===== src/rtl/uart_pkg.sv =====
// Shared definitions for the UART message front end: bit-FSM state encoding
// and the default link/message geometry used by the encoder top.
package uart_pkg;

  typedef enum logic [2:0] {
    ST_IDLE  = 3'd0,
    ST_START = 3'd1,
    ST_DATA  = 3'd2,
    ST_STOP  = 3'd3,
    ST_BREAK = 3'd4
  } uart_state_e;

  localparam int DEF_CLKS_PER_BIT = 1042;
  localparam int DEF_MSG_BYTES    = 11;
  localparam int DEF_TIMEOUT_BITS = 40;

  // Counter width able to hold 0..n-1, never narrower than one bit.
  function automatic int cnt_width(input int n);
    return (n > 1) ? $clog2(n) : 1;
  endfunction

endpackage


===== src/rtl/uart_rx_core.sv =====
// 8N1 receiver: 2-FF synchronizer, bit FSM with mid-bit sampling, and a
// byte strobe raised combinationally in the cycle of an accepted stop sample.
module uart_rx_core
  import uart_pkg::*;
#(
  parameter int CLKS_PER_BIT = DEF_CLKS_PER_BIT
) (
  input  logic        clk,
  input  logic        reset,
  input  logic        rx,
  output logic [7:0]  byte_data,
  output logic        byte_strobe,
  output logic        frame_err,
  output logic        start_edge,
  output logic        line_idle,
  output uart_state_e state
);

  localparam int CNT_W = cnt_width(CLKS_PER_BIT);
  localparam logic [CNT_W-1:0] FULL_LAST = CNT_W'(CLKS_PER_BIT - 1);
  localparam logic [CNT_W-1:0] HALF_LAST = CNT_W'(CLKS_PER_BIT / 2 - 1);

  logic             rx_meta_q;
  logic             rxs_q;
  logic             rxs_prev_q;
  uart_state_e      state_q, state_d;
  logic [CNT_W-1:0] cnt_q, cnt_d;
  logic [2:0]       bit_q, bit_d;
  logic [7:0]       shreg_q, shreg_d;
  logic             frame_err_q, frame_err_d;

  // Synchronizer and edge history idle high so reset never fakes a start edge.
  always_ff @(posedge clk or negedge reset) begin
    if (!reset) begin
      rx_meta_q  <= 1'b1;
      rxs_q      <= 1'b1;
      rxs_prev_q <= 1'b1;
    end else begin
      rx_meta_q  <= rx;
      rxs_q      <= rx_meta_q;
      rxs_prev_q <= rxs_q;
    end
  end

  always_ff @(posedge clk or negedge reset) begin
    if (!reset) begin
      state_q     <= ST_IDLE;
      cnt_q       <= '0;
      bit_q       <= '0;
      shreg_q     <= '0;
      frame_err_q <= 1'b0;
    end else begin
      state_q     <= state_d;
      cnt_q       <= cnt_d;
      bit_q       <= bit_d;
      shreg_q     <= shreg_d;
      frame_err_q <= frame_err_d;
    end
  end

  always_comb begin
    state_d     = state_q;
    cnt_d       = cnt_q + 1'b1;
    bit_d       = bit_q;
    shreg_d     = shreg_q;
    frame_err_d = 1'b0;
    byte_strobe = 1'b0;
    start_edge  = 1'b0;
    case (state_q)
      ST_IDLE: begin
        cnt_d = '0;
        if (rxs_prev_q && !rxs_q) begin
          start_edge = 1'b1;
          state_d    = ST_START;
        end
      end
      ST_START: begin
        // Half-bit wait puts every later sample in the middle of its bit.
        if (cnt_q == HALF_LAST) begin
          cnt_d = '0;
          bit_d = '0;
          state_d = rxs_q ? ST_IDLE : ST_DATA;
        end
      end
      ST_DATA: begin
        if (cnt_q == FULL_LAST) begin
          cnt_d   = '0;
          shreg_d = {rxs_q, shreg_q[7:1]};
          bit_d   = bit_q + 3'd1;
          if (bit_q == 3'd7) state_d = ST_STOP;
        end
      end
      ST_STOP: begin
        if (cnt_q == FULL_LAST) begin
          cnt_d = '0;
          if (rxs_q) begin
            byte_strobe = 1'b1;
            state_d     = ST_IDLE;
          end else begin
            frame_err_d = 1'b1;
            state_d     = ST_BREAK;
          end
        end
      end
      ST_BREAK: begin
        cnt_d = '0;
        if (rxs_q) state_d = ST_IDLE;
      end
      default: begin
        cnt_d   = '0;
        state_d = ST_IDLE;
      end
    endcase
  end

  assign byte_data = shreg_q;
  assign frame_err = frame_err_q;
  assign line_idle = (state_q == ST_IDLE);
  assign state     = state_q;

endmodule


===== src/rtl/uart_msg_receiver.sv =====
// Assembles accepted UART bytes into a fixed-length message and hands it to
// the encoder core; discards stale partial messages after an idle timeout.
module uart_msg_receiver
  import uart_pkg::*;
#(
  parameter int CLKS_PER_BIT = DEF_CLKS_PER_BIT,
  parameter int MSG_BYTES    = DEF_MSG_BYTES,
  parameter int TIMEOUT_BITS = DEF_TIMEOUT_BITS
) (
  input  logic                   clk,
  input  logic                   reset,
  input  logic                   rx,
  input  logic                   msg_ack,
  output logic [8*MSG_BYTES-1:0] msg_data,
  output logic                   msg_valid,
  output logic                   frame_err,
  output logic                   overrun,
  output logic                   timeout,
  output uart_state_e            dbg_state,
  output logic [7:0]             dbg_wr_idx
);

  localparam int IDX_W   = cnt_width(MSG_BYTES);
  localparam int TO_TERM = TIMEOUT_BITS * CLKS_PER_BIT;
  localparam int TO_W    = cnt_width(TO_TERM);
  localparam logic [IDX_W-1:0] LAST_IDX = IDX_W'(MSG_BYTES - 1);
  localparam logic [TO_W-1:0]  TO_LAST  = TO_W'(TO_TERM - 1);

  logic [7:0] byte_data;
  logic       byte_strobe;
  logic       start_edge;
  logic       line_idle;

  uart_rx_core #(
    .CLKS_PER_BIT(CLKS_PER_BIT)
  ) u_core (
    .clk        (clk),
    .reset      (reset),
    .rx         (rx),
    .byte_data  (byte_data),
    .byte_strobe(byte_strobe),
    .frame_err  (frame_err),
    .start_edge (start_edge),
    .line_idle  (line_idle),
    .state      (dbg_state)
  );

  logic [8*MSG_BYTES-1:0] msg_data_q, msg_data_d;
  logic                   msg_valid_q, msg_valid_d;
  logic [IDX_W-1:0]       wr_idx_q, wr_idx_d;
  logic [TO_W-1:0]        to_cnt_q, to_cnt_d;
  logic                   overrun_q, overrun_d;
  logic                   timeout_q, timeout_d;
  logic                   valid_eff;

  always_ff @(posedge clk or negedge reset) begin
    if (!reset) begin
      msg_data_q  <= '0;
      msg_valid_q <= 1'b0;
      wr_idx_q    <= '0;
      to_cnt_q    <= '0;
      overrun_q   <= 1'b0;
      timeout_q   <= 1'b0;
    end else begin
      msg_data_q  <= msg_data_d;
      msg_valid_q <= msg_valid_d;
      wr_idx_q    <= wr_idx_d;
      to_cnt_q    <= to_cnt_d;
      overrun_q   <= overrun_d;
      timeout_q   <= timeout_d;
    end
  end

  // Handshake: msg_valid is a level that holds msg_data stable until the
  // encoder pulses msg_ack while msg_valid is high; valid drops the next
  // cycle. An ack in the same cycle as a stop sample frees the buffer first,
  // so that byte lands at index 0 instead of being reported as an overrun.
  assign valid_eff = msg_valid_q && !msg_ack;

  always_comb begin
    msg_data_d  = msg_data_q;
    msg_valid_d = msg_valid_q;
    wr_idx_d    = wr_idx_q;
    to_cnt_d    = to_cnt_q;
    overrun_d   = 1'b0;
    timeout_d   = 1'b0;
    if (msg_valid_q && msg_ack) msg_valid_d = 1'b0;
    if (byte_strobe) begin
      to_cnt_d = '0;
      if (valid_eff) begin
        overrun_d = 1'b1;
      end else begin
        for (int i = 0; i < MSG_BYTES; i++) begin
          if (wr_idx_q == IDX_W'(i)) msg_data_d[8*i +: 8] = byte_data;
        end
        if (wr_idx_q == LAST_IDX) begin
          wr_idx_d    = '0;
          msg_valid_d = 1'b1;
        end else begin
          wr_idx_d = wr_idx_q + 1'b1;
        end
      end
    end else if (wr_idx_q != '0 && line_idle) begin
      // A start edge on the terminal cycle keeps the partial message.
      if (start_edge) begin
        to_cnt_d = '0;
      end else if (to_cnt_q == TO_LAST) begin
        to_cnt_d  = '0;
        wr_idx_d  = '0;
        timeout_d = 1'b1;
      end else begin
        to_cnt_d = to_cnt_q + 1'b1;
      end
    end else begin
      to_cnt_d = '0;
    end
  end

  assign msg_data   = msg_data_q;
  assign msg_valid  = msg_valid_q;
  assign overrun    = overrun_q;
  assign timeout    = timeout_q;
  assign dbg_wr_idx = 8'(wr_idx_q);

endmodule


===== config.mk =====
export PLATFORM = sky130hd
export DESIGN_NAME = uart_msg_receiver
export DESIGN_NICKNAME = d
export VERILOG_FILES = /design/src/rtl/uart_pkg.sv /design/src/rtl/uart_rx_core.sv /design/src/rtl/uart_msg_receiver.sv
export SDC_FILE = /design/constraint.sdc
export NUM_CORES = 1
export LEC_CHECK = 0
export CAP_MARGIN = 20
export CELL_PAD_IN_SITES_DETAIL_PLACEMENT = 2
export CELL_PAD_IN_SITES_GLOBAL_PLACEMENT = 2
export CORE_UTILIZATION = 36
export CTS_CLUSTER_DIAMETER = 60
export DETAILED_ROUTE_END_ITERATION = 6
export MAX_ROUTING_LAYER = met4
export PLACE_DENSITY = 0.77
export SYNTH_ARGS = -nofsm -noshare
export SYNTH_HDL_FRONTEND = slang
export SYNTH_SLANG_ARGS = --single-unit

===== constraint.sdc =====
create_clock -name clk -period 3.1 [get_ports clk]
set_clock_uncertainty 0.05 [all_clocks]
set_input_delay 0.62 -clock clk [delete_from_list [all_inputs] [get_ports clk]]
set_output_delay 0.62 -clock clk [all_outputs]
set_load 0.05 [all_outputs]

# ---- Yosys cells after proc, flatten, opt, wreduce, memory -nomap -nowiden
# Cells that the tools add are included.
dict set report classes {
  n_bitwise 1
  eq_ne 26
  n_mux 43
  add_sub_neg 4
  reduce_logical 28
}
# operator count
set op_table {}
lappend op_table {{2-to-1 mux 16 bit} 4}
lappend op_table {{AND reduction 3 bit} 12}
lappend op_table {{2-to-1 mux 3 bit} 9}
lappend op_table {{2-to-1 mux 4 bit} 6}
lappend op_table {{2-to-1 mux 11 bit} 2}
lappend op_table {{one-hot mux 11 bit (2 select lines)} 1}
lappend op_table {{2-to-1 mux 1 bit} 18}
lappend op_table {{adder 16 x 1 -> 16 bit, second input constant} 1}
lappend op_table {{== test 16 bit, second input constant} 1}
lappend op_table {{== test 4 x 3 -> 1 bit, second input constant} 4}
lappend op_table {{one-hot mux 3 bit (5 select lines)} 1}
lappend op_table {{== test 4 bit, second input constant} 3}
lappend op_table {{!= test 2 x 1 -> 1 bit, second input constant} 6}
lappend op_table {{adder 11 x 1 -> 11 bit, second input constant} 1}
lappend op_table {{== test 11 x 10 -> 1 bit, second input constant} 1}
lappend op_table {{== test 11 bit, second input constant} 1}
lappend op_table {{== test 4 x 2 -> 1 bit, second input constant} 2}
lappend op_table {{== test 3 x 2 -> 1 bit, second input constant} 2}
lappend op_table {{== test 3 bit, second input constant} 2}
lappend op_table {{one-hot mux 3 bit (2 select lines)} 1}
lappend op_table {{AND reduction 6 bit} 1}
lappend op_table {{nonzero test 2 bit} 3}
lappend op_table {{adder 4 x 1 -> 4 bit, second input constant} 1}
lappend op_table {{== test 4 x 1 -> 1 bit, second input constant} 1}
lappend op_table {{13 further kinds} 18}
dict set report word_totals {
  output_inout_bits 103
  word_cells 126
  regBits 140
  inputBits 4
}

# ---- Longest topological paths before layout
dict set report logic_depth {
  depth_word 7
  mapped_depth 8
}

# ---- Hierarchy
# Synthesis repeated with hierarchy kept, for this count alone.
dict set report hier_totals {
  hier_cells 456
  area_unflattened_um2 5984.5
}
# mod n_inst area_per_inst_um2 cells_per_inst seq_area_each_um2
set by_module_without_submodules {}
lappend by_module_without_submodules {uart_msg_receiver 1 4599.4 331 2777.7}
lappend by_module_without_submodules {uart_rx_core 1 1385.1 125 729.4}

# ---- Least setup slack after synthesis
# OpenSTA, ideal clock, no wires.
dict set report synth_timing {
  path_type {register to register}
  startpoint {register u_core.cnt_q[6]}
  endpoint {register msg_data_q[40] (netlist: msg_data[40])}
  t_arrival_ns 2.411
  path_stages_with_launch 7
  t_required_ns 2.925
  slack_ns 0.514
  path_cell_list {dfrtp_1 > or4_4 > nor4_4 > nand2_4 > buf_6 > nor3_4 > mux2_2}
}
dict set report synth_between {
  elab_chain_len 4
}
# item line
set synth_lines {}
lappend synth_lines {{from (decl)} uart_rx_core.sv:27} ;# logic [CNT_W-1:0] cnt_q, cnt_d;
lappend synth_lines {{from (signal assigned)} uart_rx_core.sv:54} ;# cnt_q <= cnt_d;
lappend synth_lines {{== test 11 bit} uart_rx_core.sv:94} ;# if (cnt_q == FULL_LAST) begin
lappend synth_lines {{2-to-1 mux 1 bit} uart_rx_core.sv:94}
lappend synth_lines {{2-to-1 mux 1 bit} uart_rx_core.sv:69} ;# case (state_q)
lappend synth_lines {{AND reduction 3 bit (no source line)} n/a}
lappend synth_lines {{to (signal assigned)} uart_msg_receiver.sv:65} ;# msg_data_q <= msg_data_d;
lappend synth_lines {{to (decl)} uart_msg_receiver.sv:48} ;# logic [8*MSG_BYTES-1:0] msg_data_q, msg_data_d;
# Every way passes these cells.
# A chain may end at the register's enable or synchronous reset.

# ---- Worst setup path after layout
dict set report layout_timing {
  startpoint {register u_core.cnt_q[6]}
  endpoint {register msg_data_q[78] (netlist: msg_data[78])}
}
# The elaborated chain is that of the path after synthesis.

==> run summary <==
POWER AND IR DROP
------------------------------------------------------------------------------------------
Clock Power Share ...........................................................        48.3%
Leakage power ...............................................................      3.59 nW
Power per Cell Area .........................................................  533 mW/mm^2
Cell Int Power ..............................................................      3.08 mW
Net switching power .........................................................      1.09 mW
Maximum ir drop on the vdd rail .............................................       390 uV
Logic pwr share .............................................................         5.2%
Sequential group share of total power .......................................        46.5%
Share of total power consumed by net switching ..............................        26.1%

GLOBAL ROUTE
------------------------------------------------------------------------------------------
GRT Util Overall ............................................................        22.3%
Number of global-route vias before repair ...................................         4494
Number of antenna violations at the first check in global routing ...........            0
Global-route congestion overflow total ......................................            0
First-pass GRT wire length ..................................................     26800 um
Maximum number of pins on one net before global-route repair ................           85

TIMING
------------------------------------------------------------------------------------------
Final hold viol count .......................................................            0
Setup Total Neg Slack .......................................................         0 ns
Highest attainable clock frequency ..........................................    0.363 GHz
Fin crit share ..............................................................        88.9%
Worst slew margin relative to its limit .....................................        45.7%
RSZ-0062 raised after global routing ........................................           no
Worst hold margin ...........................................................     0.187 ns
Final critical path time including I/O delays and setup .....................      2.76 ns
Slew at the pin closest to its max-slew limit ...............................     0.814 ns
Final-report max-slew violation count .......................................            0
Setup violators final .......................................................            0

ROUTING
------------------------------------------------------------------------------------------
Wire length after detailed routing ..........................................     17200 um
DR pass1 iterations .........................................................            4
Average wire per standard cell ..............................................      21.7 um
Initial drt markers .........................................................          104
Antenna Nets Post-Route .....................................................            0
Total via count after detailed routing ......................................         3969
Final routed DRC violation total ............................................            0
Vias per cell ...............................................................         5.02

FLOW RUN
------------------------------------------------------------------------------------------
Number of maximum-capacitance constraint violations .........................            0

CELLS AND AREA
------------------------------------------------------------------------------------------
Multi-input gate area ....................................................... 0.00232 sq mm
Layout cells sized above 1 ..................................................        27.4%
Area growth from synthesis to layout ........................................        31.4%
Commonest non-fill, non-tap cell in the layout .............................. sky130_fd_sc_hd__dfrtp_1
Sequential Area ............................................................. 0.00351 sq mm
Ant. Diodes .................................................................            0
Highest-count cells in the layout ignoring fill and taps .................... 137 x sky130_fd_sc_hd__dfrtp_1, 101 x sky130_fd_sc_hd__clkdlybuf4s50_1, 94 x sky130_fd_sc_hd__mux2_2
Fill cell instance count of the final layout ................................         1577
Final Net Count .............................................................          571

CLOCK NETWORK
------------------------------------------------------------------------------------------
Clock edge transition at the registers on the reported setup and hold paths .      0.06 ns
CTS Buf Count ...............................................................           17
Number of hold buffers added after CTS ......................................            0
Post-CTS Resized ............................................................            0
H-tree Lvls .................................................................            4
Post-CTS Setup Inserts ......................................................            0
Clock tree from TritonCTS ...................................................        built
Deepest clock path buffer count .............................................            2
Number of sinks handled by clock tree synthesis .............................          140
Clock latency on the worst-skew pair ........................................      0.43 ns
Cell at the root of the clock tree .......................................... sky130_fd_sc_hd__clkbuf_16

SETUP PATH
------------------------------------------------------------------------------------------
Depth of the most critical reg-to-reg path ..................................            5
Category of the worst setup path capture point ..............................     register
Required time reported for the critical path endpoint .......................      3.36 ns
Reg-to-reg endpoint ......................................................... msg_data[78]
Arrival time reported for the critical path endpoint ........................      3.02 ns
Top fanout value on the critical path .......................................           15
Critical Path Start Type ....................................................     register
Type of the worst setup path ................................................      reg2reg
Setup slack, reg-to-reg .....................................................      0.34 ns
Startpoint of the most critical register-to-register path ................... u_core.cnt_q[6]

PLACE
------------------------------------------------------------------------------------------
Post-DP HPWL ................................................................     10700 um
Port-buffer cells ...........................................................          102
GP Congestion ...............................................................        0.725

FLOORPLAN
------------------------------------------------------------------------------------------
Initial cell density of the core ............................................        37.2%
Vertical die dimension ......................................................       131 um
Cell row count ..............................................................           46
Total core area ............................................................. 0.0160 sq mm
Top-Level Pins ..............................................................          107
Chip width ..................................................................       131 um
Die ar. ..................................................................... 0.0171 sq mm

YOSYS
------------------------------------------------------------------------------------------
Number of standard cells after synthesis ....................................          450
Number of enable flip-flop cells after synthesis ............................            0
Share of flip-flops with an asynchronous set or reset .......................         100%
Most used flip-flop cell after synthesis .................................... sky130_fd_sc_hd__dfrtp_1
Mean cell area of the mapped netlist ........................................   13.2 sq um
Post-synth top area cell .................................................... sky130_fd_sc_hd__dfrtp_1
Part of the Yosys area used for sequential elements .........................        58.9%
Combined area of all synthesized cells ...................................... 0.00595 sq mm
Biggest area contributors in the synthesized netlist ........................ sky130_fd_sc_hd__dfrtp_1 58%, sky130_fd_sc_hd__mux2_2 18%, sky130_fd_sc_hd__nor2_1 2.2%
Synth top area share ........................................................        57.6%
Synthesis warning total .....................................................            0
Synthesized flop and latch total ............................................          140
Distinct cells, synth .......................................................           44

STATUS
------------------------------------------------------------------------------------------
Status ...................................................................... complete, no violations

HOLD PATH
------------------------------------------------------------------------------------------
Min-delay worst type ........................................................     in2async

[layer usage]
| metal | part of all wire, % | GRT usage (%) | wire length (um) | vias up |
|---|---|---|---|---|
| met5 | 0 | - | 0 | - |
| met4 | 1.3 | 6.83 | 218 | 0 |
| met3 | 2.7 | 4.11 | 460 | 14 |
| met2 | 54 | 38.6 | 9330 | 73 |
| met1 | 42 | 26.2 | 7170 | 2105 |
| li1 | - | - | - | 1777 |
[state kept, by name, summed over array words and instances (netlist names), 3 cells and up]
name              count
u_core.state          3
u_core.cnt_q         11
msg_data             88
wr_idx_q              4
u_core.byte_data      8
u_core.bit_q          3
to_cnt_q             16
[Yosys cell counts, drive strengths merged, types with 3 or more instances]
cell type  number
a21oi           7
and3            8
and4            3
buf            12
clkbuf         13
dfrtp         137
dfstp           3
ha              6
inv             7
mux2           96
nand2          23
nand2b          6
nand3          13
nand4           7
nor2           37
nor2b           4
nor3            7
nor4            6
o21ai          13
xnor2           8
xor2           15
[kinds of logic after synthesis]
group / after synthesis / share of synthesized area [%]
muxes: 96 / 18.2
buffers and inverters: 32 / 2.40
other: 1 / 0.0630
and+or+nand+nor: 124 / 13.0
adders and majority gates: 6 / 1.26
xor gates and xnor gates: 23 / 3.38
DFF: 140 / 58.9
AOI/OAI and AO/OA: 28 / 2.84
[power by group through the flow]
stage,clock network (mW),registers [mW],logic (mW)
2_1_floorplan,0,1.94,0.155
3_3_place_gp,0,1.97,0.201
3_5_place_dp,0,1.97,0.213
4_1_cts,2.07,1.94,0.221
5_1_grt,2.13,1.94,0.244
6_report,2.01,1.94,0.215
[worst max-delay path, stage by stage (launching register included)]
cell and delay, ns:
sky130_fd_sc_hd__dfrtp_1 0.42, sky130_fd_sc_hd__or4_4 0.59, sky130_fd_sc_hd__nor4_4 0.35, sky130_fd_sc_hd__nand2_4 0.29, sky130_fd_sc_hd__nor3_4 0.52, sky130_fd_sc_hd__mux2_2 0.40
[metrics by stage]
stage	std cells	power, mW	util, %	setup slack (ns)	cell area (sq um)
finish	790	4.17	48.9	0.343	7820
CTS	790	4.23	48.9	0.329	7820
floorplan	453	2.10	-	0.514	5970
global route	790	4.31	48.9	0.229	7820
global placement	758	2.17	45.3	0.250	7240
detailed placement	758	2.18	45.3	0.195	7240
[area by class of cell]
| cell class | count | share of cell area, % |
|---|---|---|
| clock inverter | 15 | 1.95 |
| multi-input combinational | 281 | 29.6 |
| sequential | 140 | 44.8 |
| tap | 216 | 3.45 |
| inverter | 7 | 0.336 |
| clock buffer | 17 | 5.44 |
| timing repair buffer | 114 | 14.4 |
[how the worst max path moves through the flow]
stage	startpoint	endpoint	slack, ns	cells after the start
after floorplan	u_core.cnt_q[6]	msg_data[40]	0.51	6
final	u_core.cnt_q[6]	msg_data[78]	0.34	5
after detailed placement	msg_ack	msg_data[78]	0.20	6
after global routing	u_core.cnt_q[6]	msg_data[79]	0.23	5
after global placement	msg_ack	msg_data[73]	0.25	6
after CTS	u_core.cnt_q[6]	msg_data[78]	0.33	5
Power figures use the tool's default switching activity.
